`config.mk`:
```
export PLATFORM = sky130hd
export DESIGN_NAME = seq_store_nch_flat
export DESIGN_NICKNAME = d
export VERILOG_FILES = /design/src/rtl/seq_store_if.sv /design/src/rtl/seq_store_nch.sv /design/src/flat_wrapper.sv
export SDC_FILE = /design/constraint.sdc
export NUM_CORES = 1
export LEC_CHECK = 0
export ABC_AREA = 1
export CAP_MARGIN = 40
export CELL_PAD_IN_SITES_DETAIL_PLACEMENT = 0
export CELL_PAD_IN_SITES_GLOBAL_PLACEMENT = 2
export CORE_MARGIN = 2
export CORE_UTILIZATION = 46
export CTS_CLUSTER_SIZE = 30
export DETAILED_ROUTE_END_ITERATION = 8
export PLACE_DENSITY = 0.9
export SLEW_MARGIN = 40
export SYNTH_ARGS = -nofsm -noshare
export SYNTH_HDL_FRONTEND = slang
export SYNTH_SLANG_ARGS = --single-unit
```
`constraint.sdc`:
```
create_clock -name clk -period 4.15 [get_ports clk]
set_input_delay 0.415 -clock clk [delete_from_list [all_inputs] [get_ports clk]]
set_output_delay 0.415 -clock clk [all_outputs]
set_load 0.02 [all_outputs]
```
`src/rtl/seq_store_if.sv`:
```
`default_nettype none
// ---------------------------------------------------------------------------
// seq_store_if : loader, read and status bundle for seq_store_nch. Rev 1.0
// ---------------------------------------------------------------------------
interface seq_store_if #(
  parameter int N_CH  = 2,
  parameter int DEPTH = 128,
  parameter int SYM_W = 3,
  parameter int AW    = $clog2(DEPTH + 1),
  parameter int CW    = (N_CH > 1) ? $clog2(N_CH) : 1
);
  logic                 wr_start;
  logic [CW-1:0]        wr_ch;
  logic                 wr_valid;
  logic [SYM_W-1:0]     wr_data;
  logic                 wr_last;
  logic                 wr_ready;
  logic                 rd_en;
  logic [CW-1:0]        rd_ch;
  logic [AW-1:0]        rd_addr;
  logic [SYM_W-1:0]     rd_data;
  logic                 rd_valid;
  logic                 rd_oob;
  logic [N_CH*AW-1:0]   len_flat;
  logic [N_CH-1:0]      loaded;
  logic [N_CH-1:0]      ovf;

  modport master (
    output wr_start, wr_ch, wr_valid, wr_data, wr_last, rd_en, rd_ch, rd_addr,
    input  wr_ready, rd_data, rd_valid, rd_oob, len_flat, loaded, ovf
  );

  modport slave (
    input  wr_start, wr_ch, wr_valid, wr_data, wr_last, rd_en, rd_ch, rd_addr,
    output wr_ready, rd_data, rd_valid, rd_oob, len_flat, loaded, ovf
  );
endinterface
`default_nettype wire

```
`src/rtl/seq_store_nch.sv`:
```
`default_nettype none
// ---------------------------------------------------------------------------
// seq_store_nch : multi-channel nucleotide sequence store, stream loader and
// 1-cycle bounds-checked read port. Rev 1.0
// ---------------------------------------------------------------------------
module seq_store_nch #(
  parameter int N_CH  = 2,
  parameter int DEPTH = 128,
  parameter int SYM_W = 3,
  parameter int AW    = $clog2(DEPTH + 1),
  parameter int CW    = (N_CH > 1) ? $clog2(N_CH) : 1
) (
  input  logic       clk,
  input  logic       rst,
  seq_store_if.slave bus
);

  localparam int            IW      = (DEPTH > 1) ? $clog2(DEPTH) : 1;
  localparam logic [AW-1:0] DEPTH_A = AW'(DEPTH);

  typedef enum logic [0:0] {IDLE = 1'b0, LOAD = 1'b1} state_t;

  state_t                     state_q, state_d;
  logic [CW-1:0]              ch_q, ch_d;
  logic [AW-1:0]              ptr_q, ptr_d;
  logic [N_CH-1:0][AW-1:0]    len_q, len_d;
  logic [N_CH-1:0]            loaded_q, loaded_d;
  logic [N_CH-1:0]            ovf_q, ovf_d;
  logic [SYM_W-1:0]           rd_data_q, rd_data_d;
  logic                       rd_valid_q, rd_valid_d;
  logic                       rd_oob_q, rd_oob_d;
  logic                       wr_en;
  logic                       rd_hit;
  logic [SYM_W-1:0]           rd_sym;

  // Storage is intentionally unreset; len and flags alone define validity.
  logic [SYM_W-1:0] mem_q [N_CH][DEPTH];

  always_comb begin
    state_d  = state_q;
    ch_d     = ch_q;
    ptr_d    = ptr_q;
    len_d    = len_q;
    loaded_d = loaded_q;
    ovf_d    = ovf_q;
    wr_en    = 1'b0;
    case (state_q)
      IDLE: begin
        if (bus.wr_start && (int'(bus.wr_ch) < N_CH)) begin
          ch_d                = bus.wr_ch;
          len_d[bus.wr_ch]    = '0;
          loaded_d[bus.wr_ch] = 1'b0;
          ovf_d[bus.wr_ch]    = 1'b0;
          ptr_d               = '0;
          state_d             = LOAD;
        end
      end
      LOAD: begin
        if (bus.wr_valid) begin
          if (ptr_q < DEPTH_A) begin
            wr_en = 1'b1;
            ptr_d = ptr_q + AW'(1);
          end else begin
            ovf_d[ch_q] = 1'b1;
          end
          if (bus.wr_last) begin
            // min(ptr+1, DEPTH): a full channel keeps length DEPTH.
            len_d[ch_q]    = (ptr_q < DEPTH_A) ? ptr_q + AW'(1) : DEPTH_A;
            loaded_d[ch_q] = 1'b1;
            state_d        = IDLE;
          end
        end
      end
      default: state_d = IDLE;
    endcase
  end

  // Memory is read combinationally before the edge, so a same-cycle write
  // to the same cell returns the old contents.
  always_comb begin
    rd_hit     = 1'b0;
    rd_sym     = '0;
    if (int'(bus.rd_ch) < N_CH) begin
      rd_hit = bus.rd_addr < len_q[bus.rd_ch];
      if (rd_hit) begin
        rd_sym = mem_q[bus.rd_ch][bus.rd_addr[IW-1:0]];
      end
    end
    rd_valid_d = bus.rd_en;
    rd_data_d  = rd_data_q;
    rd_oob_d   = rd_oob_q;
    if (bus.rd_en) begin
      rd_data_d = rd_sym;
      rd_oob_d  = !rd_hit;
    end
  end

  always_ff @(posedge clk or negedge rst) begin
    if (!rst) begin
      state_q    <= IDLE;
      ch_q       <= '0;
      ptr_q      <= '0;
      len_q      <= '0;
      loaded_q   <= '0;
      ovf_q      <= '0;
      rd_data_q  <= '0;
      rd_valid_q <= 1'b0;
      rd_oob_q   <= 1'b0;
    end else begin
      state_q    <= state_d;
      ch_q       <= ch_d;
      ptr_q      <= ptr_d;
      len_q      <= len_d;
      loaded_q   <= loaded_d;
      ovf_q      <= ovf_d;
      rd_data_q  <= rd_data_d;
      rd_valid_q <= rd_valid_d;
      rd_oob_q   <= rd_oob_d;
    end
  end

  always_ff @(posedge clk) begin
    if (wr_en) begin
      mem_q[ch_q][ptr_q[IW-1:0]] <= bus.wr_data;
    end
  end

  assign bus.wr_ready = (state_q == LOAD);
  assign bus.rd_data  = rd_data_q;
  assign bus.rd_valid = rd_valid_q;
  assign bus.rd_oob   = rd_oob_q;
  assign bus.len_flat = len_q;
  assign bus.loaded   = loaded_q;
  assign bus.ovf      = ovf_q;

endmodule
`default_nettype wire

```
`src/flat_wrapper.sv`:
```
// flat-port wrapper written by rule: the top's interface ports become plain ports
module seq_store_nch_flat 
#(
  parameter int N_CH  = 2,
  parameter int DEPTH = 128,
  parameter int SYM_W = 3,
  parameter int AW    = $clog2(DEPTH + 1),
  parameter int CW    = (N_CH > 1) ? $clog2(N_CH) : 1
)
  (clk, rst, bus_wr_start, bus_wr_ch, bus_wr_valid, bus_wr_data, bus_wr_last, bus_rd_en, bus_rd_ch, bus_rd_addr, bus_wr_ready, bus_rd_data, bus_rd_valid, bus_rd_oob, bus_len_flat, bus_loaded, bus_ovf);
  seq_store_if #(.N_CH(N_CH), .DEPTH(DEPTH), .SYM_W(SYM_W), .AW(AW), .CW(CW)) bus_i ();
  input  logic clk;
  input  logic rst;
  input wire logic [$bits(bus_i.wr_start)-1:0] bus_wr_start;
  input wire logic [$bits(bus_i.wr_ch)-1:0] bus_wr_ch;
  input wire logic [$bits(bus_i.wr_valid)-1:0] bus_wr_valid;
  input wire logic [$bits(bus_i.wr_data)-1:0] bus_wr_data;
  input wire logic [$bits(bus_i.wr_last)-1:0] bus_wr_last;
  input wire logic [$bits(bus_i.rd_en)-1:0] bus_rd_en;
  input wire logic [$bits(bus_i.rd_ch)-1:0] bus_rd_ch;
  input wire logic [$bits(bus_i.rd_addr)-1:0] bus_rd_addr;
  output wire logic [$bits(bus_i.wr_ready)-1:0] bus_wr_ready;
  output wire logic [$bits(bus_i.rd_data)-1:0] bus_rd_data;
  output wire logic [$bits(bus_i.rd_valid)-1:0] bus_rd_valid;
  output wire logic [$bits(bus_i.rd_oob)-1:0] bus_rd_oob;
  output wire logic [$bits(bus_i.len_flat)-1:0] bus_len_flat;
  output wire logic [$bits(bus_i.loaded)-1:0] bus_loaded;
  output wire logic [$bits(bus_i.ovf)-1:0] bus_ovf;
  assign bus_i.wr_start = bus_wr_start;
  assign bus_i.wr_ch = bus_wr_ch;
  assign bus_i.wr_valid = bus_wr_valid;
  assign bus_i.wr_data = bus_wr_data;
  assign bus_i.wr_last = bus_wr_last;
  assign bus_i.rd_en = bus_rd_en;
  assign bus_i.rd_ch = bus_rd_ch;
  assign bus_i.rd_addr = bus_rd_addr;
  assign bus_wr_ready = bus_i.wr_ready;
  assign bus_rd_data = bus_i.rd_data;
  assign bus_rd_valid = bus_i.rd_valid;
  assign bus_rd_oob = bus_i.rd_oob;
  assign bus_len_flat = bus_i.len_flat;
  assign bus_loaded = bus_i.loaded;
  assign bus_ovf = bus_i.ovf;
  seq_store_nch #(.N_CH(N_CH), .DEPTH(DEPTH), .SYM_W(SYM_W), .AW(AW), .CW(CW)) u_core (.clk(clk), .rst(rst), .bus(bus_i));
endmodule
```
==> results of run 1 <==
[layout by cell type (no fill, tap or decap), types with 9 or more instances in the layout]
master           count
nand2_1            990
edfxtp_1           768
nand3_1            749
nor2_1             278
clkbuf_16           87
clkdlybuf4s50_1     36
inv_1               35
dfrtp_1             34
buf_4               33
clkbuf_1            20
o22ai_1             16
clkinv_2            16
clkinv_1            16
o21ai_0             15
buf_12              12
a21oi_1              9
ha_1                 9
[state kept, by name, indices dropped and copies added (netlist names)]
name,cells
u_core.mem_q,768
u_core.bus.len_flat,16
u_core.ptr_q,8
u_core.bus.rd_data,3
u_core.bus.loaded,2
u_core.bus.ovf,2
u_core.bus.rd_oob,1
u_core.bus.rd_valid,1
u_core.bus.wr_ready,1
u_core.ch_q,1
[routing by layer]
layer / routed length [µm] / up-vias / GRT usage, %
li1: - / 10900 / -
met1: 37600 / 11400 / 31.1
met2: 43100 / 699 / 38.2
met3: 5310 / 144 / 3.26
met4: 2480 / 0 / 7.28
met5: 0 / - / 0
[worst min-delay path by stage]
stage	to	slack, ns	depth (start not counted)
final	u_core.mem_q[1][374]	0.14	1
after global placement	u_core.bus.ovf[0]	0.49	2
after floorplan	u_core.bus.len_flat[0]	0.12	0
after global routing	u_core.mem_q[1][374]	0.12	1
after CTS	u_core.mem_q[1][372]	0.25	1
after detailed placement	u_core.bus.ovf[0]	0.49	2
[timing repair]
action / CTS / global route
gates resized for setup: 0 / 0
endpoints found under the hold margin: 35 / 0
hold buffers: 1 / 0
[power breakdown]
group / leakage (nW) / internal (W) / switching, W
registers: 7.36 / 0.00897 / 0.000189
clock network: 1.32 / 0.00434 / 0.00304
logic: 4.92 / 0.000468 / 0.00146
[layout make-up]
class                           count  area share, %
Timing Repair Buffer               91           2.61
Clock buffer                      107           5.89
Inverter                           46          0.514
Clock inverter                     47           1.19
Tap cell                          969           3.17
Multi-Input combinational cell   2103           24.0
Antenna cell                        1        0.00655
Sequential cell                   803           62.6
[metrics by stage]
step                total power, W  hold slack (ns)  cells  utilization [%]
detailed placement          0.0113            0.494   4010             47.7
floorplan                   0.0104            0.119   3159                -
global placement            0.0112            0.490   4009             47.7
global route                0.0191            0.117   4166             51.4
CTS                         0.0186            0.248   4165             51.4
finish                      0.0185            0.136   4167             51.4
[cells by family after synthesis]
family	after synthesis
simple gates	2043
flops	803
buf+inv	253
compound gates	48
fa+ha+maj	9
xor+xnor	3
==> impl_metrics.env, run 1 <==
export IMPL_outcome="completed"
export IMPL_cp_start_kind="flop"
export IMPL_syn_to_final_growth_pct=10.8
export IMPL_cts_sinks=803
export IMPL_synthFlopType="edfxtp_1"
export IMPL_min_period_ns=2.71
export IMPL_slew_headroom_pct=41.0
export IMPL_cts_buffers=85
export IMPL_skew_ns=0.0223
export IMPL_clk_pin_slew_worst_paths_ns=0.06
export IMPL_routed_via_density=5.56
export IMPL_tritoncts="built"
export IMPL_p_leak_nw=13.6
export IMPL_first_iter_violations=2332
export IMPL_synthCells=3159
export IMPL_cp_slowest_cell="dfrtp_1"
export IMPL_syn_cell_area_um2=34500
export IMPL_synth_fp_nets=3187
export IMPL_peakVddDrop_uv=377
export IMPL_synth_top_family_by_area="simple AND/OR/NAND/NOR gates"
export IMPL_clk_latency_ns=0.64
export IMPL_fin_nets=3158
export IMPL_synth_edf_count=768
export IMPL_synth_simple_area_share_pct=25.2
export IMPL_drive_gt1_share_pct=6.29
export IMPL_synth_most_common_cell="nand2_1"
export IMPL_die_x_um=278
export IMPL_place_ws_ns=1.01
export IMPL_num_rows=100
export IMPL_synthAdderAreaFrac_pct=0.326
export IMPL_drt_pass1_iterations=5
export IMPL_syn_avg_cell_area_um2=10.9
export IMPL_period_share_pct=65.3
export IMPL_grt_use_total_pct=22.9
export IMPL_clock_fmax_mhz=369
export IMPL_dp_hpwl_mm=51.2
export IMPL_critical_path_top_delay_family="simple AND/OR/NAND/NOR gates"
export IMPL_synth_compound_area_share_pct=0.802
export IMPL_pin_count=45
export IMPL_powerDensity_nw_per_um2=483
export IMPL_wl_mm=88.5
export IMPL_cp_num_cells=6
export IMPL_start_util_pct=46.4
export IMPL_grt_pass1_vias=23100
export IMPL_synth_xor_area_share_pct=0.0762
export IMPL_startpoint="u_core.bus.wr_ready"
export IMPL_crit_buf_inv=2
export IMPL_synthMuxAreaShare_pct=0
export IMPL_grt_pass1_wl_mm=135
export IMPL_multi_input_area_um2=9180
export IMPL_core_um2=74300
export IMPL_yosys_warnings=0
export IMPL_synth_cell_types=34
export IMPL_critPathCapture="u_core.mem_q[0][212]"
export IMPL_critical_path_required_ns=4.46
export IMPL_reg2reg_from="u_core.bus.wr_ready"
export IMPL_synthTopCellsByCount="nand2_1, edfxtp_1, nand3_1"
export IMPL_routedWlPerCell_um=21.2
export IMPL_slowest_delay_ns=0.49
export IMPL_dpl_instance_area_um2=35500
export IMPL_grt_max_degree=136
export IMPL_cp_max_fo=15
export IMPL_ys_seq_area_share_pct=69.4
export IMPL_worstMarginPinSlew_ns=0.881
export IMPL_async_flop_share_pct=4.36
export IMPL_netlist_top_cells_area="edfxtp_1, nand3_1, nand2_1"
export IMPL_layout_setup_ws_ns=1.44
export IMPL_ant_nets=0
export IMPL_rr_worst_depth=6
export IMPL_reg2reg_to="u_core.mem_q[0][212]"
export IMPL_num_vias=23200
export IMPL_worstPathCellList="nand3_2 > inv_2 > nand2_1 > inv_2 > nand2_1 > nor2_1"
export IMPL_maxSlewViolCount=0
export IMPL_path_class="reg -> reg"
export IMPL_crit_path_end_kind="flop"
export IMPL_antenna_found_initial=0
export IMPL_die_h_um=278
export IMPL_io_buffers=44
export IMPL_root_buffer="clkbuf_16"
export IMPL_post_cts_setup_buffers=0
export IMPL_gp_congestion=0.819
export IMPL_overflow=0
export IMPL_max_cap_violations=0
export IMPL_fin_area_um2=38200
export IMPL_n_fill_cell=6575
export IMPL_setup_viol=0
export IMPL_hold_viol=0
export IMPL_reg2reg_slack_ns=1.44
export IMPL_cts_htree_levels=3
export IMPL_route_detailed_drc=0
export IMPL_synth_top_area_share_pct=66.8
export IMPL_ys_seq_elements=803
export IMPL_die_area_um2=77200
export IMPL_rsz0062_at_grt="false"
export IMPL_worstHoldPathType="in -> reg"
export IMPL_clk_path_buf_depth=3
export IMPL_arrival_ns=3.02
export IMPL_tns_ns=0
export IMPL_regArea_um2=23900
export IMPL_yosysTopAreaCell="edfxtp_1"
export IMPL_holdCritStartpoint="bus_wr_data[2]"
Note: power is estimated with default switching activity, not from simulation.
==> inputs of run 2 (changes only) <==
CORE_UTILIZATION = 39   (was 46)
PLACE_DENSITY = 0.81   (was 0.9)
clock period = 2.25 ns   (was 4.15 ns; I/O delays follow)
==> impl_metrics.env, run 2 (synthesized netlist as in run 1, its figures left out) <==
export IMPL_overflow=0
export IMPL_rsz0062_at_grt="false"
export IMPL_max_cap_violations=0
export IMPL_crit_path_end_kind="flop"
export IMPL_cts_hold_buffers=2
export IMPL_routed_via_density=5.30
export IMPL_holdCritStartpoint="bus_wr_data[0]"
export IMPL_reg2reg_slack_ns=0.1
export IMPL_slew_headroom_pct=56.6
export IMPL_tns_ns=0
export IMPL_clock_fmax_mhz=465
export IMPL_p_leak_nw=14.3
export IMPL_layout_commonest_cell="nand2_1"
export IMPL_worstHoldEndpoint="u_core.mem_q[0][348]"
export IMPL_dp_hpwl_mm=59.2
export IMPL_ant_nets=0
export IMPL_syn_to_final_growth_pct=15.1
export IMPL_grt_max_degree=102
export IMPL_outcome="completed"
export IMPL_cts_sinks=803
export IMPL_num_vias=23600
export IMPL_worstHoldPathType="in -> reg"
export IMPL_core_um2=88000
export IMPL_clk_path_buf_depth=3
export IMPL_min_period_ns=2.15
export IMPL_maxSlewViolCount=0
export IMPL_reg2reg_from="u_core.ptr_q[2]"
export IMPL_route_detailed_drc=0
export IMPL_critical_path_required_ns=2.56
export IMPL_drive_gt1_share_pct=8.56
export IMPL_fin_area_um2=39700
export IMPL_peakVddDrop_uv=566
export IMPL_worstMarginPinSlew_ns=0.650
export IMPL_hold_viol=0
export IMPL_grt_use_total_pct=20.8
export IMPL_io_buffers=44
export IMPL_post_cts_setup_buffers=0
export IMPL_cp_max_fo=7
export IMPL_pin_count=45
export IMPL_grt_pass1_vias=23800
export IMPL_tritoncts="built"
export IMPL_gp_congestion=0.826
export IMPL_reg2reg_to="u_core.mem_q[1][85]"
export IMPL_cp_start_kind="flop"
export IMPL_mostFrequentLayoutCells="nand2_1, edfxtp_1, nand3_1, nor2_1, clkbuf_16"
export IMPL_dpl_instance_area_um2=36900
export IMPL_path_class="reg -> reg"
export IMPL_clk_latency_ns=0.65
export IMPL_diodes=0
export IMPL_powerDensity_nw_per_um2=884
export IMPL_first_iter_violations=2268
export IMPL_root_buffer="clkbuf_16"
export IMPL_antenna_found_initial=1
export IMPL_setup_viol=0
export IMPL_drt_pass1_iterations=6
export IMPL_post_cts_resized=0
export IMPL_die_x_um=301
export IMPL_hold_ws_ns=0.0536
export IMPL_utilization_pct=45.1
export IMPL_min_path_cells=1
export IMPL_die_area_um2=90900
export IMPL_die_h_um=301
export IMPL_period_share_pct=95.7
export IMPL_grt_pass1_wl_mm=142
export IMPL_skew_ns=0.0223
export IMPL_cts_buffers=85
export IMPL_num_rows=109
export IMPL_wl_mm=94.1
export IMPL_rr_worst_depth=5
export IMPL_cts_htree_levels=3
export IMPL_clk_pin_slew_worst_paths_ns=0.06
export IMPL_routedWlPerCell_um=21.2
export IMPL_fin_nets=3242
export IMPL_largest_reg_flops=768
export IMPL_dp_cells=4290
export IMPL_arrival_ns=2.47
export IMPL_stdcell_count=4448
export IMPL_start_util_pct=39.2
==> run 2: cell type report <==
| type | instances | area (µm²) |
|---|---|---|
| Clock buffer | 110 | 2240 |
| Clock inverter | 46 | 556 |
| Fill cell | 8043 | 48300 |
| Inverter | 46 | 194 |
| Multi-Input combinational cell | 2103 | 9160 |
| Sequential cell | 803 | 23900 |
| Tap cell | 1165 | 1460 |
| Timing Repair Buffer | 175 | 2170 |
==> run 2: how the worst max path moves through the flow <==
stage / from / to / slack [ns] / depth (start not counted)
final: u_core.ptr_q[2] / u_core.mem_q[1][85] / 0.1 / 5
after global routing: u_core.ptr_q[2] / u_core.mem_q[1][86] / 0.02 / 5
after CTS: u_core.ptr_q[7] / u_core.mem_q[1][146] / 0.14 / 7
after detailed placement: bus_wr_valid / u_core.mem_q[1][146] / -0.09 / 7
after global placement: bus_wr_valid / u_core.mem_q[1][146] / -0.12 / 7
after floorplan: u_core.bus.wr_ready / u_core.mem_q[0][366] / 0.29 / 5
==> run 2: worst max-delay path: stages (launching register included) <==
cell     delay [ns]
dfrtp_1        0.43
buf_4          0.21
nor3_1         0.52
buf_4          0.22
nand3_1        0.14
nor2_1         0.30
==> run 2: report_power, final <==
group	internal (W)	total [W]	leakage, nW	switching [W]
clock network	0.00826	0.0141	1.36	0.00583
logic	0.00125	0.00427	5.54	0.00302
registers	0.0165	0.0168	7.36	0.000205
total	0.0261	0.0351	14.3	0.00906
==> run 2: routing by layer <==
metal / vias to the layer above / GRT usage (%) / part of all wire (%)
met1: 11600 / 27.1 / 42
met4: 2 / 7.30 / 3.4
li1: 11100 / - / -
met5: - / 0 / 0.016
met2: 690 / 35.2 / 49
met3: 162 / 3.32 / 5.4
==> run 2: metrics by stage <==
stage | worst slack [ns] | total power (W)
6_report | 0.0979 | 0.0351
5_1_grt | 0.0167 | 0.0363
4_1_cts | 0.137 | 0.0354
3_5_place_dp | -0.0942 | 0.0214
3_3_place_gp | -0.116 | 0.0213
2_1_floorplan | 0.288 | 0.0191
